### src/rtl/mac_axil_bridge_if.sv
// AXI4-Lite host port plus MMR register-bus port of the mac bridge.
// slave = bridge view, master = host/register-block environment view.
interface mac_axil_bridge_if #(
  parameter int ADDR_BITS = 12,
  parameter int DATA_BITS = 32
);
  logic [ADDR_BITS-1:0]   s_awaddr;
  logic                   s_awvalid, s_awready;
  logic [DATA_BITS-1:0]   s_wdata;
  logic [DATA_BITS/8-1:0] s_wstrb;
  logic                   s_wvalid, s_wready;
  logic [1:0]             s_bresp;
  logic                   s_bvalid, s_bready;
  logic [ADDR_BITS-1:0]   s_araddr;
  logic                   s_arvalid, s_arready;
  logic [DATA_BITS-1:0]   s_rdata;
  logic [1:0]             s_rresp;
  logic                   s_rvalid, s_rready;
  logic [ADDR_BITS-1:0]   mmr_addr;
  logic                   mmr_ren, mmr_wen;
  logic [DATA_BITS-1:0]   mmr_wdata;
  logic [DATA_BITS-1:0]   mmr_rdata;
  logic                   mmr_waddr_error, mmr_raddr_error;

  modport slave (
    input  s_awaddr, s_awvalid, s_wdata, s_wstrb, s_wvalid, s_bready,
           s_araddr, s_arvalid, s_rready, mmr_rdata, mmr_waddr_error, mmr_raddr_error,
    output s_awready, s_wready, s_bresp, s_bvalid, s_arready, s_rdata, s_rresp, s_rvalid,
           mmr_addr, mmr_ren, mmr_wen, mmr_wdata
  );

  modport master (
    output s_awaddr, s_awvalid, s_wdata, s_wstrb, s_wvalid, s_bready,
           s_araddr, s_arvalid, s_rready, mmr_rdata, mmr_waddr_error, mmr_raddr_error,
    input  s_awready, s_wready, s_bresp, s_bvalid, s_arready, s_rdata, s_rresp, s_rvalid,
           mmr_addr, mmr_ren, mmr_wen, mmr_wdata
  );
endinterface

### src/rtl/mac_axil_bridge.sv
// AXI4-Lite slave serialising host reads/writes onto the mac MMR bus.
// One outstanding read and write; MMR error flags become SLVERR.
module mac_axil_bridge #(
  parameter int ADDR_BITS = 12,
  parameter int DATA_BITS = 32
) (
  input  logic             clk,
  input  logic             arst_n,
  mac_axil_bridge_if.slave bus
);
  localparam int STRB_BITS = DATA_BITS / 8;

  typedef enum logic [2:0] {
    IDLE, WR_ISSUE, WR_WAIT, WR_RESP, RD_ISSUE, RD_WAIT, RD_RESP
  } state_t;
  typedef enum logic {SRV_READ, SRV_WRITE} served_t;

  state_t                 state;
  served_t                last_served;
  logic                   aw_held, w_held, ar_held;
  logic [ADDR_BITS-1:0]   awaddr_h, araddr_h, mmr_addr_r;
  logic [DATA_BITS-1:0]   wdata_h, mmr_wdata_r, rdata_r;
  logic [STRB_BITS-1:0]   wstrb_h;
  logic [1:0]             bresp_r, rresp_r;
  logic                   wr_rdy, rd_rdy, wstrb_full;

  assign wr_rdy     = aw_held & w_held;
  assign rd_rdy     = ar_held;
  assign wstrb_full = &wstrb_h;

  assign bus.s_awready = !aw_held;
  assign bus.s_wready  = !w_held;
  assign bus.s_arready = !ar_held;
  assign bus.s_bvalid  = (state == WR_RESP);
  assign bus.s_rvalid  = (state == RD_RESP);
  assign bus.s_bresp   = bresp_r;
  assign bus.s_rresp   = rresp_r;
  assign bus.s_rdata   = rdata_r;
  assign bus.mmr_addr  = mmr_addr_r;
  assign bus.mmr_wdata = mmr_wdata_r;
  // Partial strobes are never written: the MMR bus has no byte enables.
  assign bus.mmr_wen   = (state == WR_ISSUE) && wstrb_full;
  assign bus.mmr_ren   = (state == RD_ISSUE);

  always_ff @(posedge clk or negedge arst_n) begin
    if (!arst_n) begin
      state       <= IDLE;
      last_served <= SRV_READ;
      aw_held     <= 1'b0;
      w_held      <= 1'b0;
      ar_held     <= 1'b0;
      awaddr_h    <= '0;
      araddr_h    <= '0;
      wdata_h     <= '0;
      wstrb_h     <= '0;
      mmr_addr_r  <= '0;
      mmr_wdata_r <= '0;
      rdata_r     <= '0;
      bresp_r     <= 2'b00;
      rresp_r     <= 2'b00;
    end else begin
      if (bus.s_awvalid && !aw_held) begin
        awaddr_h <= bus.s_awaddr;
        aw_held  <= 1'b1;
      end
      if (bus.s_wvalid && !w_held) begin
        wdata_h <= bus.s_wdata;
        wstrb_h <= bus.s_wstrb;
        w_held  <= 1'b1;
      end
      if (bus.s_arvalid && !ar_held) begin
        araddr_h <= bus.s_araddr;
        ar_held  <= 1'b1;
      end

      case (state)
        IDLE: begin
          // On a tie, serve whichever type did not go last.
          if (wr_rdy && (!rd_rdy || last_served == SRV_READ)) begin
            state       <= WR_ISSUE;
            mmr_addr_r  <= awaddr_h;
            mmr_wdata_r <= wdata_h;
          end else if (rd_rdy) begin
            state      <= RD_ISSUE;
            mmr_addr_r <= araddr_h;
          end
        end
        WR_ISSUE: state <= WR_WAIT;
        WR_WAIT: begin
          bresp_r <= (bus.mmr_waddr_error || !wstrb_full) ? 2'b10 : 2'b00;
          state   <= WR_RESP;
        end
        WR_RESP: if (bus.s_bready) begin
          aw_held     <= 1'b0;
          w_held      <= 1'b0;
          last_served <= SRV_WRITE;
          state       <= IDLE;
        end
        RD_ISSUE: state <= RD_WAIT;
        RD_WAIT: begin
          rdata_r <= bus.mmr_rdata;
          rresp_r <= bus.mmr_raddr_error ? 2'b10 : 2'b00;
          state   <= RD_RESP;
        end
        RD_RESP: if (bus.s_rready) begin
          ar_held     <= 1'b0;
          last_served <= SRV_READ;
          state       <= IDLE;
        end
        default: state <= IDLE;
      endcase
    end
  end
endmodule

### src/flat_wrapper.sv
// flat-port wrapper written by rule: the top's interface ports become plain ports
module mac_axil_bridge_flat 
#(
  parameter int ADDR_BITS = 12,
  parameter int DATA_BITS = 32
)
  (clk, arst_n, bus_s_awaddr, bus_s_awvalid, bus_s_wdata, bus_s_wstrb, bus_s_wvalid, bus_s_bready, bus_s_araddr, bus_s_arvalid, bus_s_rready, bus_mmr_rdata, bus_mmr_waddr_error, bus_mmr_raddr_error, bus_s_awready, bus_s_wready, bus_s_bresp, bus_s_bvalid, bus_s_arready, bus_s_rdata, bus_s_rresp, bus_s_rvalid, bus_mmr_addr, bus_mmr_ren, bus_mmr_wen, bus_mmr_wdata);
  mac_axil_bridge_if #(.ADDR_BITS(ADDR_BITS), .DATA_BITS(DATA_BITS)) bus_i ();
  input  logic clk;
  input  logic arst_n;
  input wire logic [$bits(bus_i.s_awaddr)-1:0] bus_s_awaddr;
  input wire logic [$bits(bus_i.s_awvalid)-1:0] bus_s_awvalid;
  input wire logic [$bits(bus_i.s_wdata)-1:0] bus_s_wdata;
  input wire logic [$bits(bus_i.s_wstrb)-1:0] bus_s_wstrb;
  input wire logic [$bits(bus_i.s_wvalid)-1:0] bus_s_wvalid;
  input wire logic [$bits(bus_i.s_bready)-1:0] bus_s_bready;
  input wire logic [$bits(bus_i.s_araddr)-1:0] bus_s_araddr;
  input wire logic [$bits(bus_i.s_arvalid)-1:0] bus_s_arvalid;
  input wire logic [$bits(bus_i.s_rready)-1:0] bus_s_rready;
  input wire logic [$bits(bus_i.mmr_rdata)-1:0] bus_mmr_rdata;
  input wire logic [$bits(bus_i.mmr_waddr_error)-1:0] bus_mmr_waddr_error;
  input wire logic [$bits(bus_i.mmr_raddr_error)-1:0] bus_mmr_raddr_error;
  output wire logic [$bits(bus_i.s_awready)-1:0] bus_s_awready;
  output wire logic [$bits(bus_i.s_wready)-1:0] bus_s_wready;
  output wire logic [$bits(bus_i.s_bresp)-1:0] bus_s_bresp;
  output wire logic [$bits(bus_i.s_bvalid)-1:0] bus_s_bvalid;
  output wire logic [$bits(bus_i.s_arready)-1:0] bus_s_arready;
  output wire logic [$bits(bus_i.s_rdata)-1:0] bus_s_rdata;
  output wire logic [$bits(bus_i.s_rresp)-1:0] bus_s_rresp;
  output wire logic [$bits(bus_i.s_rvalid)-1:0] bus_s_rvalid;
  output wire logic [$bits(bus_i.mmr_addr)-1:0] bus_mmr_addr;
  output wire logic [$bits(bus_i.mmr_ren)-1:0] bus_mmr_ren;
  output wire logic [$bits(bus_i.mmr_wen)-1:0] bus_mmr_wen;
  output wire logic [$bits(bus_i.mmr_wdata)-1:0] bus_mmr_wdata;
  assign bus_i.s_awaddr = bus_s_awaddr;
  assign bus_i.s_awvalid = bus_s_awvalid;
  assign bus_i.s_wdata = bus_s_wdata;
  assign bus_i.s_wstrb = bus_s_wstrb;
  assign bus_i.s_wvalid = bus_s_wvalid;
  assign bus_i.s_bready = bus_s_bready;
  assign bus_i.s_araddr = bus_s_araddr;
  assign bus_i.s_arvalid = bus_s_arvalid;
  assign bus_i.s_rready = bus_s_rready;
  assign bus_i.mmr_rdata = bus_mmr_rdata;
  assign bus_i.mmr_waddr_error = bus_mmr_waddr_error;
  assign bus_i.mmr_raddr_error = bus_mmr_raddr_error;
  assign bus_s_awready = bus_i.s_awready;
  assign bus_s_wready = bus_i.s_wready;
  assign bus_s_bresp = bus_i.s_bresp;
  assign bus_s_bvalid = bus_i.s_bvalid;
  assign bus_s_arready = bus_i.s_arready;
  assign bus_s_rdata = bus_i.s_rdata;
  assign bus_s_rresp = bus_i.s_rresp;
  assign bus_s_rvalid = bus_i.s_rvalid;
  assign bus_mmr_addr = bus_i.mmr_addr;
  assign bus_mmr_ren = bus_i.mmr_ren;
  assign bus_mmr_wen = bus_i.mmr_wen;
  assign bus_mmr_wdata = bus_i.mmr_wdata;
  mac_axil_bridge #(.ADDR_BITS(ADDR_BITS), .DATA_BITS(DATA_BITS)) u_core (.clk(clk), .arst_n(arst_n), .bus(bus_i));
endmodule
### config.mk
export PLATFORM = sky130hd
export DESIGN_NAME = mac_axil_bridge_flat
export DESIGN_NICKNAME = d
export VERILOG_FILES = /design/src/rtl/mac_axil_bridge_if.sv /design/src/rtl/mac_axil_bridge.sv /design/src/flat_wrapper.sv
export SDC_FILE = /design/constraint.sdc
export NUM_CORES = 1
export LEC_CHECK = 0
export ABC_AREA = 0
export ABC_CLOCK_PERIOD_IN_PS = 1600
export CAP_MARGIN = 15
export CORE_MARGIN = 2
export CORE_UTILIZATION = 46
export DETAILED_ROUTE_END_ITERATION = 10
export PLACE_DENSITY_LB_ADDON = 0.3
export SYNTH_ARGS = -nofsm -noshare
export SYNTH_HDL_FRONTEND = slang
export SYNTH_SLANG_ARGS = --single-unit
### constraint.sdc
create_clock -name clk -period 1.6 [get_ports clk]
set_input_delay 0.32 -clock clk [delete_from_list [all_inputs] [get_ports clk]]
set_output_delay 0.32 -clock clk [all_outputs]
set_load 0.005 [all_outputs]
# After elaboration in Yosys (flattened, before gate mapping)
# Cells that the tools add are included.
[classes] mux=21 eq_ne=9 bitwise_logic=2 reduce_logical=19
[op_table] operator="12-bit two-way mux" n=2
[op_table] operator="3-bit case mux with 7 select lines" n=1
[op_table] operator="3-bit two-way mux" n=4
[op_table] operator="1-bit two-way mux" n=11
[op_table] operator="3-bit == test, second input constant" n=3
[op_table] operator="3-bit by 2-bit == test with 1-bit output, second input constant" n=2
[op_table] operator="3-bit AND reduction" n=2
[op_table] operator="1-bit logical AND" n=5
[op_table] operator="1-bit logical NOT" n=4
[op_table] operator="2-bit two-way mux" n=2
[op_table] operator="2-bit != test, second input constant" n=2
[op_table] operator="2-bit AND reduction" n=2
[op_table] operator="4-bit AND reduction" n=1
[op_table] operator="2-bit nonzero test" n=2
[op_table] operator="3-bit by 1-bit == test with 1-bit output, second input constant" n=1
[op_table] operator="3-bit logical NOT" n=1
[op_table] operator="3-bit by 1-bit != test with 1-bit output, second input constant" n=1
[op_table] operator="1-bit logical OR" n=2
[op_table] operator="1-bit case mux with 2 select lines" n=1
[op_table] operator="1-bit AND" n=1
[op_table] operator="1-bit NOT" n=1
[totals] out_inout_bits=87 inputBits=101 regBits=147

# Longest topological paths before layout
[logic_depth] depth_word=5 mapped_depth=5 depth_no_buf=4

# Worst setup path before layout
# No wires, ideal clock.
[synth_path] path_kind="register -> register" start="register u_core.ar_held" end="register u_core.mmr_wdata_r[0], in the netlist u_core.bus.mmr_wdata[0]" n_path_buf=1 period_less_slack_ns=1.406 path_stages_with_launch=6 setup_time_ns=0.125 arrival_ns=1.281 required_ns=1.475 path_slack_ns=0.194 path_cell_list="dfrtp_1 > nand2_1 > nand3_2 > nand3b_4 > buf_6 > mux2_4"
[synth_via] elab_chain_cells=4
[synth_lines] element="from (decl)" line="mac_axil_bridge.sv:20" text="logic aw_held, w_held, ar_held;"
[synth_lines] element="from (signal assigned)" line="mac_axil_bridge.sv:51" text="ar_held <= 1'b0;"
[synth_lines] element="from (signal assigned)" line="mac_axil_bridge.sv:73" text="ar_held <= 1'b1;"
[synth_lines] element="from (signal assigned)" line="mac_axil_bridge.sv:106" text="ar_held <= 1'b0;"
[synth_lines] element="1-bit logical NOT" line="mac_axil_bridge.sv:79" text="if (wr_rdy && (!rd_rdy || last_served == SRV_READ)) begin"
[synth_lines] element="1-bit logical OR" line="mac_axil_bridge.sv:79"
[synth_lines] element="1-bit logical AND" line="mac_axil_bridge.sv:79"
[synth_lines] element="2-bit AND reduction (no line)"
[synth_lines] element="to (signal assigned)" line="mac_axil_bridge.sv:82" text="mmr_wdata_r <= wdata_h;"
[synth_lines] element="to (decl)" line="mac_axil_bridge.sv:22" text="logic [DATA_BITS-1:0] wdata_h, mmr_wdata_r, rdata_r;"
# Every way passes these cells.
# A chain may end at the register's enable or synchronous reset.

# Final worst setup path
[layout_path] start="register u_core.state[1]" end="register u_core.mmr_wdata_r[16], in the netlist u_core.bus.mmr_wdata[16]"
[layout_via] elab_chain_cells=2
[layout_lines] element="from (decl)" line="mac_axil_bridge.sv:18" text="state_t state;"
[layout_lines] element="from (signal assigned)" line="mac_axil_bridge.sv:47" text="state <= IDLE;"
[layout_lines] element="from (signal assigned)" line="mac_axil_bridge.sv:80" text="state <= WR_ISSUE;"
[layout_lines] element="from (signal assigned)" line="mac_axil_bridge.sv:84" text="state <= RD_ISSUE;"
[layout_lines] element="3-bit logical NOT" line="mac_axil_bridge.sv:76" text="case (state)"
[layout_lines] element="2-bit AND reduction (no line)"
# Every way passes these cells.

==> impl_metrics.py <==
metrics = {
    "worst_setup_path": {
        "cp-start-kind": "register",
        "crit_end": "u_core.bus.mmr_wdata[16]",
        "reg2reg_slack_ns": -0.16,
        "crit_fanout": 6,
        "r2r-start": "u_core.state[1]",
        "rr_endpoint": "u_core.bus.mmr_wdata[16]",
        "critPathLaunch": "u_core.state[1]",
        "critical_path_class": "register to register",
        "cp.required_ns": 1.89,
        "crit_path_end_kind": "register",
        "r2r_cells": 8,
        "critPathArrivalTime_ns": 2.05,
    },
    "status": {
        "status": "finished, violations left",
        "violations": "setup timing",
    },
    "finish": {
        "finalInstanceArea_um2": 9140,
        "drive_above_1_share_pct": 39.5,
        "nNetsFinal": 712,
        "diodes": 0,
        "area_growth_pct": 58.4,
        "fillers": 778,
    },
    "timing": {
        "period_share_pct": 110,
        "rsz0062_at_grt": "true",
        "slew_viol_final": 0,
        "fin_crit_ns": 1.76,
        "holdWs_ns": 0.357,
        "hold_violations": 0,
        "final-setup-viol-count": 81,
        "finClkSkew_ns": 0.0128,
        "layout_setup_ws_ns": -0.157,
        "fmax_mhz": 569,
    },
    "synth": {
        "ys_ff_latch": 145,
        "synth_cells": 370,
        "syn_avg_cell_area_um2": 15.6,
        "synth_cell_type_count": 30,
        "yosysWarningCount": 0,
        "syn_area_um2": 5770,
        "synth_sequential_area_ratio_pct": 62.9,
    },
    "clocking": {
        "h-tree-depth": 4,
        "cts_root_buf": "clkbuf_16",
        "cts.sinks": 145,
        "numCtsBuffers": 17,
        "tritoncts": "built",
        "clockBufferDepth": 2,
        "clock_latency_ns": 0.42,
        "clk_pin_slew_worst_paths_ns": 0.06,
    },
    "floorplanning": {
        "ios": 188,
        "die_w_um": 116,
        "die_h_um": 116,
        "start_util_pct": 47.6,
        "row_count": 40,
        "core_um2": 12100,
        "dieArea_um2": 13500,
    },
    "place": {
        "port_buffers": 185,
        "place.gp.congestion": 0.819,
        "dpl.hpwl_um": 8990,
        "place_area_um2": 7990,
    },
    "routing": {
        "wl_per_cell_um": 18.2,
        "viasPerCell": 4.95,
        "drt_wl_total_um": 14300,
        "drtIter0Drc": 183,
        "first_pass_iters": 4,
        "dr_total_vias": 3908,
        "drtAntennaViolNets": 0,
        "drc": 0,
    },
    "pwr": {
        "clkPwrFrac_pct": 22.2,
        "intPower_mw": 12.8,
        "power.density_nw_per_um2": 1970,
        "netSwitchingPower_mw": 5.19,
        "leakagePower_nw": 4.43,
        "ir_drop_mv": 1.06,
        "switching_share_pct": 28.9,
        "pwr-share-comb_pct": 40.9,
        "pwr-share-seq_pct": 36.9,
    },
    "global_routing": {
        "grt_use_met3_pct": 6.75,
        "top_usage_layer": "met2",
        "antenna_found_initial": 0,
        "globalRoute.totalOverflow": 0,
        "grt_pass1_vias": 4086,
        "grt_usage_pct": 21.0,
        "grt_util_met2_pct": 36.4,
        "grt_max_degree": 39,
        "met1_usage_pct": 24.9,
        "grt_pass1_wl_um": 21100,
    },
    "run": {
        "maxCapViolations": 0,
    },
    "hold_path": {
        "hold_class": "input pin to async pin",
    },
}
-- sequential cells by signal (all words and copies together), names as in the netlist, 3 cells and up --
signal,cells
u_core.bus.mmr_wdata,32
u_core.state,3
u_core.wstrb_h,4
u_core.wdata_h,32
u_core.araddr_h,12
u_core.bus.mmr_addr,12
u_core.awaddr_h,12
u_core.bus.s_rdata,32
-- power groups by stage --
stage | sequential, mW | clock (mW) | combinational, mW
after global placement | 6.52 | 0 | 6.39
after global routing | 6.86 | 4.25 | 7.89
after floorplan | 6.50 | 0 | 3.24
after CTS | 6.52 | 4.06 | 6.83
final | 6.63 | 4.00 | 7.35
after detailed placement | 6.65 | 0 | 6.59
-- per-layer routing --
metal	routed length, um	up-vias	share of wire, %
met4	213	0	1.5
li1	-	1786	-
met5	0	-	0
met2	7540	123	53
met3	832	19	5.8
met1	5750	1980	40
-- worst min path at each step --
stage                                           to  depth (start not counted)
final                           u_core.wdata_h[27]                          2
after global routing            u_core.wdata_h[29]                          2
after CTS                       u_core.wdata_h[27]                          2
after detailed placement        u_core.wdata_h[27]                          1
after global placement    u_core.bus.mmr_wdata[27]                          1
after floorplan                     u_core.ar_held                          0
-- kinds of logic (layout without fill, tap and decap cells) --
group / count (synthesis) / in the layout / synth area share [%]
buffers and inverters: 24 / 274 / 2.41
flip-flops: 145 / 145 / 62.9
other: 1 / 2 / 0.0650
AND/OR/NAND/NOR: 38 / 38 / 3.73
AO/OA/AOI/OAI: 25 / 25 / 2.49
multiplexers: 137 / 137 / 28.4
-- metrics by stage --
stage / setup slack [ns] / TNS, ns / cells / util [%] / power (mW)
6_report: -0.157 / -7.45 / 789 / 75.5 / 18.0
4_1_cts: -0.145 / -3.59 / 782 / 73.1 / 17.4
2_1_floorplan: 0.194 / 0 / 371 / - / 9.74
3_3_place_gp: -0.0956 / -3.68 / 728 / 66.0 / 12.9
5_1_grt: -0.201 / -10.14 / 789 / 75.5 / 19.0
3_5_place_dp: -0.132 / -4.88 / 728 / 66.0 / 13.2
-- cell usage after synthesis --
master / count / area (um2)
or3_1: 1 / 6.26
nand3_2: 1 / 10.0
mux2_4: 30 / 450
nor2_1: 17 / 63.8
buf_2: 12 / 60.1
nand4_1: 1 / 6.26
o22a_1: 2 / 17.5
nor2b_1: 4 / 25.0
nand3b_1: 1 / 7.51
conb_1: 1 / 3.75
inv_1: 4 / 15.0
o211a_1: 1 / 10.0
a31oi_1: 1 / 6.26
mux2i_1: 12 / 120
nor3_1: 1 / 5.00
buf_4: 3 / 22.5
a21oi_1: 17 / 85.1
o21ai_0: 3 / 15.0
nor4b_1: 1 / 8.76
nand2b_1: 1 / 6.26
a32o_1: 1 / 10.0
nand3b_4: 1 / 20.0
clkbuf_1: 2 / 7.51
and3_1: 1 / 6.26
and2_1: 1 / 6.26
nor4_4: 1 / 21.3
dfrtp_1: 145 / 3630
mux2_2: 95 / 1070
nand2_1: 6 / 22.5
buf_6: 3 / 33.8
-- placed cells by master (no fill, tap or decap), types with 5 or more instances in the layout --
cell | synthesis | routed
buf_4 | 3 | 29
buf_6 | 3 | 14
nand2_1 | 6 | 6
clkdlybuf4s50_1 | 0 | 100
mux2i_1 | 12 | 12
a21oi_2 | 0 | 12
a21oi_1 | 17 | 5
mux2_4 | 30 | 31
dfrtp_1 | 145 | 144
dlymetal6s2s_1 | 0 | 22
clkbuf_16 | 0 | 20
dlygate4sd2_1 | 0 | 58
mux2_2 | 95 | 94
buf_12 | 0 | 8
nor2_4 | 0 | 13
-- final cells by class --
class,count,area [um2],share of cell area (%)
Clock inverter,5,103,1.12
Clock buffer,24,492,5.38
Inverter,4,15.0,0.164
Sequential cell,145,3630,39.7
Multi-Input combinational cell,202,2190,24.0
Timing Repair Buffer,241,2500,27.4
Tap cell,168,210,2.30
-- what timing repair did --
action                                  in CTS  in global routing
buffers inserted                            21                  8
cloned                                       3                  3
hold buffers                                 1                  0
endpoints found under the setup margin      97                103
hold endpoints to repair                    32                  0
gates resized for setup                     98                 69
pin swaps                                    4                  4
-- critical path: stages, from the launching register on --
cell and delay, ns:
dfrtp_1 0.40, buf_6 0.14, buf_6 0.11, buf_8 0.12, nor2_4 0.11, nand3b_4 0.15
buf_4 0.17, buf_8 0.14, mux2_4 0.29
Power figures use the tool's default switching activity.
